==> src/rtl/chan_sched_pkg.sv <==
// Shared types and helpers for the channel dump scheduler.
// Latency: n/a (types and pure functions only).
// Backpressure: n/a.
package chan_sched_pkg;

    // Largest channel count the one-hot helper can produce; callers cast down to N_CH.
    localparam int MAX_CH = 256;

    typedef enum logic [1:0] {
        S_IDLE  = 2'd0,
        S_ARM   = 2'd1,
        S_GRANT = 2'd2,
        S_NEXT  = 2'd3
    } sched_state_e;

    // Width of a binary channel index for n channels (n >= 2).
    function automatic int ch_idx_w(input int n);
        return (n <= 2) ? 1 : $clog2(n);
    endfunction

    function automatic logic [MAX_CH-1:0] onehot_from_idx(input logic [7:0] idx);
        logic [MAX_CH-1:0] oh;
        oh      = '0;
        oh[idx] = 1'b1;
        return oh;
    endfunction

endpackage

==> src/rtl/chan_pick.sv <==
// Combinational priority picker: first set pending bit at or after start_idx_i, wrapping.
// Latency: 0 cycles (pure combinational).
// Backpressure: none; any_o=0 and idx_o=0 when nothing is pending.
// Ports: pending_i (request bits), start_idx_i (search origin), idx_o (chosen channel), any_o (found).
module chan_pick
    import chan_sched_pkg::*;
#(
    parameter int N_CH  = 16,
    parameter int IDX_W = ch_idx_w(N_CH)
) (
    input  logic [N_CH-1:0]  pending_i,
    input  logic [IDX_W-1:0] start_idx_i,
    output logic [IDX_W-1:0] idx_o,
    output logic             any_o
);

    logic [IDX_W-1:0] cand;

    // N_CH is a power of two, so plain IDX_W-bit addition gives the modulo wrap.
    always_comb begin
        idx_o = '0;
        any_o = 1'b0;
        cand  = '0;
        for (int i = 0; i < N_CH; i++) begin
            cand = start_idx_i + IDX_W'(i);
            if (!any_o && pending_i[cand]) begin
                any_o = 1'b1;
                idx_o = cand;
            end
        end
    end

endmodule

==> src/rtl/channel_dump_scheduler.sv <==
// Per-frame channel readout scheduler: latch requests, grant channels one at a time.
// Latency: ARM 1 cycle after frame tick, first grant 2 cycles after ARM; grants registered.
// Backpressure: each grant held until dwell expires and ack_i=1; frame ticks while busy are dropped (overrun_o).
// Ports: clk_i/resetn_i, enable_i, frame_len_i, dwell_i, ch_req_i, ack_i, inter_i (abort) in;
//        arm_o, dump_o, ch_sel_o, ch_idx_o, grant_valid_o, cycle_done_o, idle_o, overrun_o out.
// Build option: define CH_SCHED_ROUND_ROBIN_EN for a round-robin search origin (default fixed priority).
module channel_dump_scheduler
    import chan_sched_pkg::*;
#(
    parameter int N_CH    = 16,
    parameter int DWELL_W = 8,
    parameter int FRAME_W = 16
) (
    input  logic                    clk_i,
    input  logic                    resetn_i,
    input  logic                    enable_i,
    input  logic [FRAME_W-1:0]      frame_len_i,
    input  logic [DWELL_W-1:0]      dwell_i,
    input  logic [N_CH-1:0]         ch_req_i,
    input  logic                    ack_i,
    input  logic                    inter_i,
    output logic                    arm_o,
    output logic                    dump_o,
    output logic [N_CH-1:0]         ch_sel_o,
    output logic [$clog2(N_CH)-1:0] ch_idx_o,
    output logic                    grant_valid_o,
    output logic                    cycle_done_o,
    output logic                    idle_o,
    output logic                    overrun_o
);

    localparam int CH_IDX_W = ch_idx_w(N_CH);

    sched_state_e        state_q, state_d;
    logic [FRAME_W-1:0]  frame_cnt_q, frame_cnt_d;
    logic [FRAME_W-1:0]  frame_top_q, frame_top_d;
    logic [N_CH-1:0]     pending_q, pending_d;
    logic [DWELL_W-1:0]  dwell_q, dwell_d;
    logic [N_CH-1:0]     sel_q, sel_d;
    logic [CH_IDX_W-1:0] idx_q, idx_d;
    logic                gv_q, gv_d;
    logic                dump_q, dump_d;
    logic                done_q, done_d;

    logic [FRAME_W-1:0]  top_in;
    logic [FRAME_W-1:0]  eff_top;
    logic                tick;
    logic [CH_IDX_W-1:0] start_idx;
    logic [CH_IDX_W-1:0] pick_idx;
    logic                pick_any;

    // Frame counter: the period is sampled whenever the count sits at 0, so a new
    // frame_len_i only applies from the next wrap. A length of 0 behaves as 1.
    assign top_in  = (frame_len_i == '0) ? '0 : frame_len_i - FRAME_W'(1);
    assign eff_top = (frame_cnt_q == '0) ? top_in : frame_top_q;
    assign tick    = enable_i && (frame_cnt_q == eff_top);

    always_comb begin
        frame_top_d = eff_top;
        frame_cnt_d = frame_cnt_q + FRAME_W'(1);
        if (!enable_i || tick) begin
            frame_cnt_d = '0;
        end
    end

`ifdef CH_SCHED_ROUND_ROBIN_EN
    // Resets to all-ones so the first search after reset starts at channel 0.
    logic [CH_IDX_W-1:0] last_q;

    always_ff @(posedge clk_i or negedge resetn_i) begin
        if (!resetn_i) begin
            last_q <= '1;
        end else if (state_q == S_NEXT && pick_any && !inter_i) begin
            last_q <= pick_idx;
        end
    end

    assign start_idx = last_q + CH_IDX_W'(1);
`else
    assign start_idx = '0;
`endif

    chan_pick #(
        .N_CH  (N_CH),
        .IDX_W (CH_IDX_W)
    ) u_pick (
        .pending_i   (pending_q),
        .start_idx_i (start_idx),
        .idx_o       (pick_idx),
        .any_o       (pick_any)
    );

    always_comb begin
        state_d   = state_q;
        pending_d = pending_q;
        dwell_d   = dwell_q;
        sel_d     = sel_q;
        idx_d     = idx_q;
        gv_d      = gv_q;
        dump_d    = 1'b0;
        done_d    = 1'b0;

        case (state_q)
            S_IDLE: begin
                if (tick) begin
                    state_d = S_ARM;
                end
            end
            S_ARM: begin
                pending_d = ch_req_i;
                state_d   = S_NEXT;
            end
            S_NEXT: begin
                if (!pick_any) begin
                    done_d  = 1'b1;
                    state_d = S_IDLE;
                end else begin
                    sel_d   = N_CH'(onehot_from_idx(8'(pick_idx)));
                    idx_d   = pick_idx;
                    gv_d    = 1'b1;
                    dump_d  = 1'b1;
                    dwell_d = dwell_i;
                    state_d = S_GRANT;
                end
            end
            S_GRANT: begin
                // ack_i only counts once the dwell counter has reached 0.
                if (dwell_q != '0) begin
                    dwell_d = dwell_q - DWELL_W'(1);
                end else if (ack_i) begin
                    pending_d[idx_q] = 1'b0;
                    sel_d            = '0;
                    idx_d            = '0;
                    gv_d             = 1'b0;
                    state_d          = S_NEXT;
                end
            end
            default: state_d = S_IDLE;
        endcase

        // Abort overrides everything else, including a same-cycle ack.
        if (inter_i && state_q != S_IDLE) begin
            pending_d = '0;
            dwell_d   = '0;
            sel_d     = '0;
            idx_d     = '0;
            gv_d      = 1'b0;
            dump_d    = 1'b0;
            done_d    = 1'b1;
            state_d   = S_IDLE;
        end
    end

    always_ff @(posedge clk_i or negedge resetn_i) begin
        if (!resetn_i) begin
            state_q     <= S_IDLE;
            frame_cnt_q <= '0;
            frame_top_q <= '0;
            pending_q   <= '0;
            dwell_q     <= '0;
            sel_q       <= '0;
            idx_q       <= '0;
            gv_q        <= 1'b0;
            dump_q      <= 1'b0;
            done_q      <= 1'b0;
        end else begin
            state_q     <= state_d;
            frame_cnt_q <= frame_cnt_d;
            frame_top_q <= frame_top_d;
            pending_q   <= pending_d;
            dwell_q     <= dwell_d;
            sel_q       <= sel_d;
            idx_q       <= idx_d;
            gv_q        <= gv_d;
            dump_q      <= dump_d;
            done_q      <= done_d;
        end
    end

    assign arm_o         = (state_q == S_ARM);
    assign idle_o        = (state_q == S_IDLE);
    assign overrun_o     = tick && (state_q != S_IDLE);
    assign dump_o        = dump_q;
    assign cycle_done_o  = done_q;
    assign ch_sel_o      = sel_q;
    assign ch_idx_o      = idx_q;
    assign grant_valid_o = gv_q;

endmodule

==> config.mk <==
export PLATFORM = sky130hd
export DESIGN_NAME = channel_dump_scheduler
export DESIGN_NICKNAME = d
export VERILOG_FILES = /design/src/rtl/chan_sched_pkg.sv /design/src/rtl/chan_pick.sv /design/src/rtl/channel_dump_scheduler.sv
export SDC_FILE = /design/constraint.sdc
export NUM_CORES = 1
export LEC_CHECK = 0
export CORE_MARGIN = 2
export CORE_UTILIZATION = 45
export CTS_CLUSTER_DIAMETER = 30
export DETAILED_ROUTE_END_ITERATION = 8
export GPL_TIMING_DRIVEN = 0
export PLACE_DENSITY = 0.77
export RECOVER_POWER = 100
export REMOVE_ABC_BUFFERS = 1
export SLEW_MARGIN = 20
export SYNTH_ARGS = -nofsm -noshare
export SYNTH_HDL_FRONTEND = slang
export SYNTH_SLANG_ARGS = --single-unit
==> constraint.sdc <==
create_clock -name clk_i -period 8 [get_ports clk_i]
set_input_delay 0.8 -clock clk_i [delete_from_list [all_inputs] [get_ports clk_i]]
set_output_delay 0.8 -clock clk_i [all_outputs]
set_load 0.05 [all_outputs]
==> impl_summary.log, run 1 <==
[metrics] Die Height: 110 µm
[metrics] total power divided by cell area: 278 nW/µm²
[metrics] setup repair after global routing missed its margin: no
[metrics] maximum number of pins on one net before global-route repair: 57
[metrics] number of global-route vias before repair: 4362
[metrics] Post-Route Skew: 0.00904 ns
[metrics] maximum buffer depth of the clock tree: 2
[metrics] most common cell after layout, fill and taps aside: sky130_fd_sc_hd__dfrtp_1
[metrics] number of buffers added by the clock tree synthesis step: 9
[metrics] via count: 4697
[metrics] period utilization: 74.8%
[metrics] minimum hold slack: 0.487 ns
[metrics] type of the worst setup path: input pin to flip-flop
[metrics] layout cell share with drive strength beyond 1: 6.81%
[metrics] final antenna diode count: 0
[metrics] origin of the critical flop-to-flop path: frame_cnt_q[0]$_DFF_PN0_
[metrics] initial antenna violation count: 0
[metrics] Placed Area: 5780 µm²
[metrics] vias per std cell: 6.20
[metrics] share of the synthesized area in the top cell type: 40.3%
[metrics] post-CTS setup buffer count: 0
[metrics] Core Box Area: 10900 µm²
[metrics] instance count along the most critical hold path: 2
[metrics] number of sinks driven by the clock tree: 81
[metrics] type of destination of the critical path: flip-flop
[metrics] CTS root buffer: sky130_fd_sc_hd__clkbuf_8
[metrics] # setup viols final: 0
[metrics] signal arrival time at the worst endpoint: 6.13 ns
[metrics] I/O pin count: 71
[metrics] Yosys top cell by area: sky130_fd_sc_hd__dfrtp_1
[metrics] total power draw: 0.00164 W
[metrics] full die area: 12000 µm²
[metrics] Reg2Reg Setup Slack: 2.33 ns
[metrics] initial standard-cell utilization of the core: 46.2%
[metrics] area of the mapped netlist: 5030 µm²
[metrics] Post-layout nets: 669
[metrics] clock latency at the later pin of the worst-skew pair: 0.37 ns
[metrics] maxcap violations: 3
[metrics] run status: finished with violations
[metrics] predominant post-synthesis flop cell: sky130_fd_sc_hd__dfrtp_1
[metrics] HPWL after detailed placement: 9.39 mm
[metrics] routed wirelength normalized by instance count: 16.8 µm
[metrics] fill cell count: 1009
[metrics] Critical Path Fanout Max: 16
[metrics] violated checks: capacitance limit, slew limit
[metrics] Clock Pin Slew Worst Setup and Hold Paths: 0.09 ns
[metrics] Post-synth EDFFs: 0
[metrics] max-slew headroom at the worst pin: -103%
[metrics] number of flip-flops and latches in the synthesized netlist: 81
[metrics] DRT antenna net count: 0
[metrics] final-report max-slew violation count: 74
[metrics] overflow left after global routing: 0
[metrics] dominant cells by area after synthesis: sky130_fd_sc_hd__dfrtp_1 40%, sky130_fd_sc_hd__a22o_1 4.2%, sky130_fd_sc_hd__o21ai_0 3.7%
[metrics] utilization after layout: 54.1%
[metrics] hold buffer count at cts: 0
[metrics] hold-critical path endpoint: ch_sel_o[4]$_DFFE_PN0P_
[metrics] Tot GR Track Use: 21.8%
[metrics] global-route wire length before repair: 20.9 mm
[metrics] leading cell types in the layout, fill and taps excluded: 81 x sky130_fd_sc_hd__dfrtp_1, 43 x sky130_fd_sc_hd__nor2_1, 41 x sky130_fd_sc_hd__nand2_1, 41 x sky130_fd_sc_hd__clkdlybuf4s50_1, 37 x sky130_fd_sc_hd__o21ai_0
[metrics] endpoint required time on the critical path: 8.15 ns
[metrics] register area share after synthesis: 40.3%
[metrics] min-delay src: ch_sel_o[4]$_DFFE_PN0P_
[metrics] clock period minus final worst setup slack: 5.98 ns
[metrics] clock tree from TritonCTS: built
[metrics] max frequency: 167 MHz
[metrics] Critical Path Start Type: input pin
[metrics] mean instance size in the synthesized netlist: 9.07 µm²
[metrics] Post-route DRC: 0
[metrics] Finished Cell Area: 5900 µm²
[metrics] instance count of the mapped netlist: 555
[metrics] Clock H-tree levels: 3
[metrics] Resize count post-CTS: 0
[metrics] number of unique standard cell types used by synthesis: 65
[metrics] sum of routed wire length over all layers: 12.7 mm
[metrics] Sum Neg Setup Slack: 0 ns
[metrics] Hold Vio Cnt, Final: 0
[metrics] Die X: 110 µm
[metrics] area taken by flip-flops and latches: 2030 µm²
[metrics] First DRT Iteration DRCs: 365
[metrics] count of input and output buffers: 70
[metrics] site row count: 38
[metrics] proportion of register bits with asynchronous set or reset after synthesis: 100%
[metrics] worst hold path type: flip-flop to flip-flop
[metrics] capturing point of the worst reg2reg path: frame_cnt_q[2]$_DFF_PN0_
[metrics] Register-to-Register Path Depth: 10
[metrics] Leakage: 2.52 nW
[metrics] total area of multi-input combinational cells: 2710 µm²
[metrics] Slew @ Worst Pin: 3.05 ns
[metrics] routability-driven placement congestion ratio: 0.970
[metrics] VDD IR max: 0.000174 V
[metrics] post-synthesis to final-layout area growth: 17.2%
[metrics] number of warnings reported in the yosys synthesis log: 0
[metrics] Pre-antenna DRT Iters: 5
-- layer usage --
layer	GRT usage [%]	up-vias	share of wire [%]
met5	0	-	0
met1	28.4	2338	44
li1	-	2187	-
met4	5.79	0	1.0
met3	5.39	16	6.4
met2	36.1	156	49
-- worst max path at each step --
stage | start | endpoint | slack, ns | cells after the start
after floorplan | frame_len_i[3] | overrun_o | 4.01 | 7
after global placement | frame_len_i[2] | overrun_o | 2.59 | 9
after detailed placement | frame_len_i[2] | overrun_o | 2.38 | 9
after CTS | frame_len_i[2] | overrun_o | 2.41 | 9
after global routing | frame_len_i[10] | frame_cnt_q[3]$_DFF_PN0_ | 1.60 | 9
final | frame_len_i[10] | frame_cnt_q[2]$_DFF_PN0_ | 2.02 | 9
-- power by group --
| part | leakage, nW | total, W | internal, W | switching, W |
|---|---|---|---|---|
| Combinational | 1.37 | 0.000762 | 0.000280 | 0.000482 |
| Clock | 0.0859 | 0.000272 | 0.000113 | 0.000159 |
| Sequential | 1.06 | 0.000603 | 0.000505 | 0.0000972 |
-- Yosys cell counts (all sizes together), types with 4 or more instances --
cell type	instances
a211oi	5
dfrtp	81
or4	9
nor3b	5
nor4	21
nand2b	12
a21o	7
a22o	24
or2	4
ha	11
a31oi	7
xor2	10
nor3	15
nand3	18
o31ai	9
nor2	53
buf	11
o41ai	8
o21bai	4
or3b	4
xnor2	13
o21ai	38
and2	4
nand4	12
a32o	4
inv	29
a21oi	19
nand2	41
or3	11
and3	10
o31a	4
clkbuf	14
-- area by class of cell --
type / instances / share of cell area (%)
multi-input cells: 420 / 46.0
clock buffers: 9 / 2.10
repair buffers: 72 / 12.0
well taps: 140 / 2.97
clock inverters: 6 / 0.743
flip-flops and latches: 81 / 34.4
inverters: 29 / 1.85
-- cell families (layout without fill, tap and decap cells) --
kind of cell | after synthesis | in the layout | share of synthesized area [%]
flip-flops | 81 | 81 | 40.3
AND/OR/NAND/NOR | 232 | 232 | 25.5
multiplexers | 2 | 2 | 0.398
XOR/XNOR | 23 | 23 | 4.00
adder cells (fa/ha/maj) | 11 | 11 | 2.74
buffers and inverters | 54 | 116 | 5.47
AO/OA/AOI/OAI | 152 | 152 | 21.6
-- metrics by stage --
| stage | setup slack [ns] | instances |
|---|---|---|
| 6_report | 2.02 | 757 |
| 4_1_cts | 2.41 | 757 |
| 2_1_floorplan | 4.01 | 530 |
| 5_1_grt | 1.60 | 757 |
| 3_5_place_dp | 2.38 | 742 |
| 3_3_place_gp | 2.59 | 740 |
-- sequential cells by signal, indices dropped and copies added (netlist names) --
register,count
ch_sel_o,16
grant_valid_o,1
frame_top_q,16
cycle_done_o,1
state_q,2
dwell_q,8
ch_idx_o,4
dump_o,1
frame_cnt_q,16
pending_q,16
-- critical path, stage by stage --
cell and delay (ns):
sky130_fd_sc_hd__dlygate4sd3_1 0.61, sky130_fd_sc_hd__nor4_1 0.73, sky130_fd_sc_hd__and4_1 0.55, sky130_fd_sc_hd__o31ai_1 0.16
sky130_fd_sc_hd__a211oi_1 0.40, sky130_fd_sc_hd__nand3_1 0.11, sky130_fd_sc_hd__or4_1 0.64, sky130_fd_sc_hd__o31ai_1 1.95
sky130_fd_sc_hd__nor2_1 0.16
Power figures use the tool's default switching activity.
==> run 2, diff against run 1 <==
--- a/config.mk
+++ b/config.mk
@@ -10,7 +10,7 @@
 export CTS_CLUSTER_DIAMETER = 30
 export DETAILED_ROUTE_END_ITERATION = 8
 export GPL_TIMING_DRIVEN = 0
-export PLACE_DENSITY = 0.77
+export PLACE_DENSITY = 0.79
 export RECOVER_POWER = 100
 export REMOVE_ABC_BUFFERS = 1
 export SLEW_MARGIN = 20
==> constraint.sdc (replaced) <==
create_clock -name clk_i -period 5.4 [get_ports clk_i]
set_input_delay 0.54 -clock clk_i [delete_from_list [all_inputs] [get_ports clk_i]]
set_output_delay 0.54 -clock clk_i [all_outputs]
set_load 0.05 [all_outputs]
==> run 2 against run 1 <==
Net effect: the flow still finishes with violations (capacitance limit, slew limit); count of clock-buffer cells in the layout grew 3; first-iteration DRC count fell by 9.6%; clock power is 67% higher; hold slack worse by 0.0019 ns; core utilization is 0.37 points higher; critical path type is now input pin to output port; critical endpoint is now overrun_o.
==> impl_summary.log, run 2 (synthesis gave the netlist of run 1 again) <==
[metrics] run status: finished with violations
[metrics] violated checks: capacitance limit, slew limit
[metrics] number of global-route vias before repair: 4251
[metrics] capturing point of the worst reg2reg path: frame_cnt_q[3]$_DFF_PN0_
[metrics] Clock H-tree levels: 3
[metrics] post-CTS setup buffer count: 0
[metrics] Post-layout nets: 669
[metrics] signal arrival time at the worst endpoint: 4.62 ns
[metrics] Post-route DRC: 0
[metrics] hold-critical path endpoint: ch_sel_o[12]$_DFFE_PN0P_
[metrics] max-slew headroom at the worst pin: -49.1%
[metrics] initial standard-cell utilization of the core: 46.2%
[metrics] Sum Neg Setup Slack: 0 ns
[metrics] Clock Pin Slew Worst Setup and Hold Paths: 0.09 ns
[metrics] Die Height: 110 µm
[metrics] final-report max-slew violation count: 84
[metrics] category of cells accounting for the largest share of critical-path delay: simple AND/OR/NAND/NOR gates
[metrics] number of buffers added by the clock tree synthesis step: 9
[metrics] most common cell after layout, fill and taps aside: sky130_fd_sc_hd__dfrtp_1
[metrics] fill cell count: 1021
[metrics] I/O pin count: 71
[metrics] Post-Route Skew: 0.0186 ns
[metrics] Critical Path Start Type: input pin
[metrics] Core Box Area: 10900 µm²
[metrics] maximum buffer depth of the clock tree: 2
[metrics] Crit path top cell by count: sky130_fd_sc_hd__nor4_1
[metrics] maxcap violations: 3
[metrics] min-delay src: ch_sel_o[12]$_DFFE_PN0P_
[metrics] area taken by flip-flops and latches: 2030 µm²
[metrics] Die X: 110 µm
[metrics] non-filler instance count after layout: 758
[metrics] initial antenna violation count: 0
[metrics] origin of the critical flop-to-flop path: frame_cnt_q[0]$_DFF_PN0_
[metrics] # setup viols final: 0
[metrics] setup repair after global routing missed its margin: no
[metrics] routability-driven placement congestion ratio: 0.959
[metrics] clock latency at the later pin of the worst-skew pair: 0.37 ns
[metrics] Pre-antenna DRT Iters: 5
[metrics] worst hold path type: flip-flop to flip-flop
[metrics] full die area: 12000 µm²
[metrics] vias per std cell: 6.11
[metrics] sum of routed wire length over all layers: 12.5 mm
[metrics] type of the worst setup path: input pin to output port
[metrics] Hold Vio Cnt, Final: 0
[metrics] series of cell instances along the critical path: dlygate4sd3_1 > nor4_1 > and4_1 > o31ai_1 > a211oi_2 > o2111ai_1 > nor4_1 > and4b_1 > clkdlybuf4s50_1
[metrics] Resize count post-CTS: 0
[metrics] instance count along the most critical hold path: 2
[metrics] First DRT Iteration DRCs: 330
[metrics] DRT antenna net count: 0
[metrics] slowest cell on the critical path: sky130_fd_sc_hd__clkdlybuf4s50_1
[metrics] max frequency: 194 MHz
[metrics] Tot GR Track Use: 21.4%
[metrics] Slew @ Worst Pin: 2.24 ns
[metrics] CTS root buffer: sky130_fd_sc_hd__clkbuf_8
[metrics] type of destination of the critical path: output port
[metrics] final antenna diode count: 0
[metrics] WP buf/inv: 2
[metrics] global-route wire length before repair: 20.4 mm
[metrics] clock period minus final worst setup slack: 5.16 ns
[metrics] hold buffer count at cts: 0
[metrics] layout cell share with drive strength beyond 1: 6.96%
[metrics] site row count: 38
[metrics] post-synthesis to final-layout area growth: 18.0%
[metrics] Critical Path Fanout Max: 9
[metrics] number of sinks driven by the clock tree: 81
[metrics] number of placed instances, taps included: 742
[metrics] total area of multi-input combinational cells: 2720 µm²
[metrics] overflow left after global routing: 0
[metrics] clock tree from TritonCTS: built
[metrics] maximum number of pins on one net before global-route repair: 42
[metrics] Reg2Reg Setup Slack: 0.54 ns
[metrics] Leakage: 2.53 nW
[metrics] count of input and output buffers: 70
[metrics] routed wirelength normalized by instance count: 16.5 µm
[metrics] total power divided by cell area: 415 nW/µm²
[metrics] leading cell types in the layout, fill and taps excluded: 81 x sky130_fd_sc_hd__dfrtp_1, 43 x sky130_fd_sc_hd__nor2_1, 43 x sky130_fd_sc_hd__clkdlybuf4s50_1
[metrics] HPWL after detailed placement: 9.12 mm
[metrics] via count: 4633
[metrics] period utilization: 95.6%
[metrics] endpoint required time on the critical path: 4.86 ns
[metrics] Register-to-Register Path Depth: 10
[metrics] delay of the slowest cell on the worst path: 0.80 ns
[metrics] VDD IR max: 0.000321 V
==> run 2: cell types whose count changed in the layout (fill, tap and decap cells not counted), moves of 2 or more <==
cell,before,now
sky130_fd_sc_hd__dlygate4sd3_1,28,26
sky130_fd_sc_hd__clkbuf_1,2,4
sky130_fd_sc_hd__clkdlybuf4s50_1,41,43
sky130_fd_sc_hd__inv_6,2,0
==> run 2: how the worst max path moves through the flow <==
| stage | slack [ns] | startpoint | to | cells after the start |
|---|---|---|---|---|
| final | 0.24 | frame_len_i[10] | overrun_o | 9 |
| after global routing | 0.06 | frame_cnt_q[0]$_DFF_PN0_ | overrun_o | 10 |
| after CTS | 0.40 | frame_cnt_q[0]$_DFF_PN0_ | overrun_o | 10 |
| after detailed placement | 0.40 | frame_len_i[2] | overrun_o | 9 |
| after global placement | 0.51 | frame_len_i[2] | overrun_o | 9 |
| after floorplan | 1.82 | frame_len_i[0] | frame_cnt_q[15]$_DFF_PN0_ | 10 |
==> run 2: final cells by class <==
class	instances	area share, %
multi-input combinational	420	45.8
sequential	81	34.1
timing repair buffer	72	11.9
tap	140	2.95
clock buffer	12	2.45
inverter	29	1.83
clock inverter	4	0.885
==> run 2: routing by layer <==
metal  global-route usage (%)  vias up  wire length [µm]
met5                        0        -                 0
met4                     7.41        0               216
met3                     4.15       21               840
met2                     34.0      175              5850
met1                     29.1     2244              5590
li1                         -     2193                 -
==> run 2: metrics by stage <==
| step | util, % | power, W | instance area, µm² | hold WS (ns) | setup slack [ns] |
|---|---|---|---|---|---|
| after global placement | 52.7 | 0.00198 | 5740 | 0.465 | 0.505 |
| after detailed placement | 53.0 | 0.00203 | 5770 | 0.474 | 0.400 |
| after global routing | 54.5 | 0.00263 | 5940 | 0.522 | 0.0595 |
| after CTS | 54.8 | 0.00249 | 5970 | 0.157 | 0.402 |
| after floorplan | - | 0.00168 | 4860 | 0.244 | 1.82 |
| final | 54.5 | 0.00246 | 5940 | 0.485 | 0.236 |
==> run 2: worst min-delay path, stage by stage, from the launching register on <==
cell,delay [ns]
sky130_fd_sc_hd__dfrtp_1,0.35
sky130_fd_sc_hd__nand2_1,0.04
sky130_fd_sc_hd__o21ai_0,0.06
==> run 2: where the power goes <==
part	internal, W	switching (W)	total, W
Clock	0.000228	0.000227	0.000455
Combinational	0.000415	0.000700	0.00111
Sequential	0.000749	0.000147	0.000895
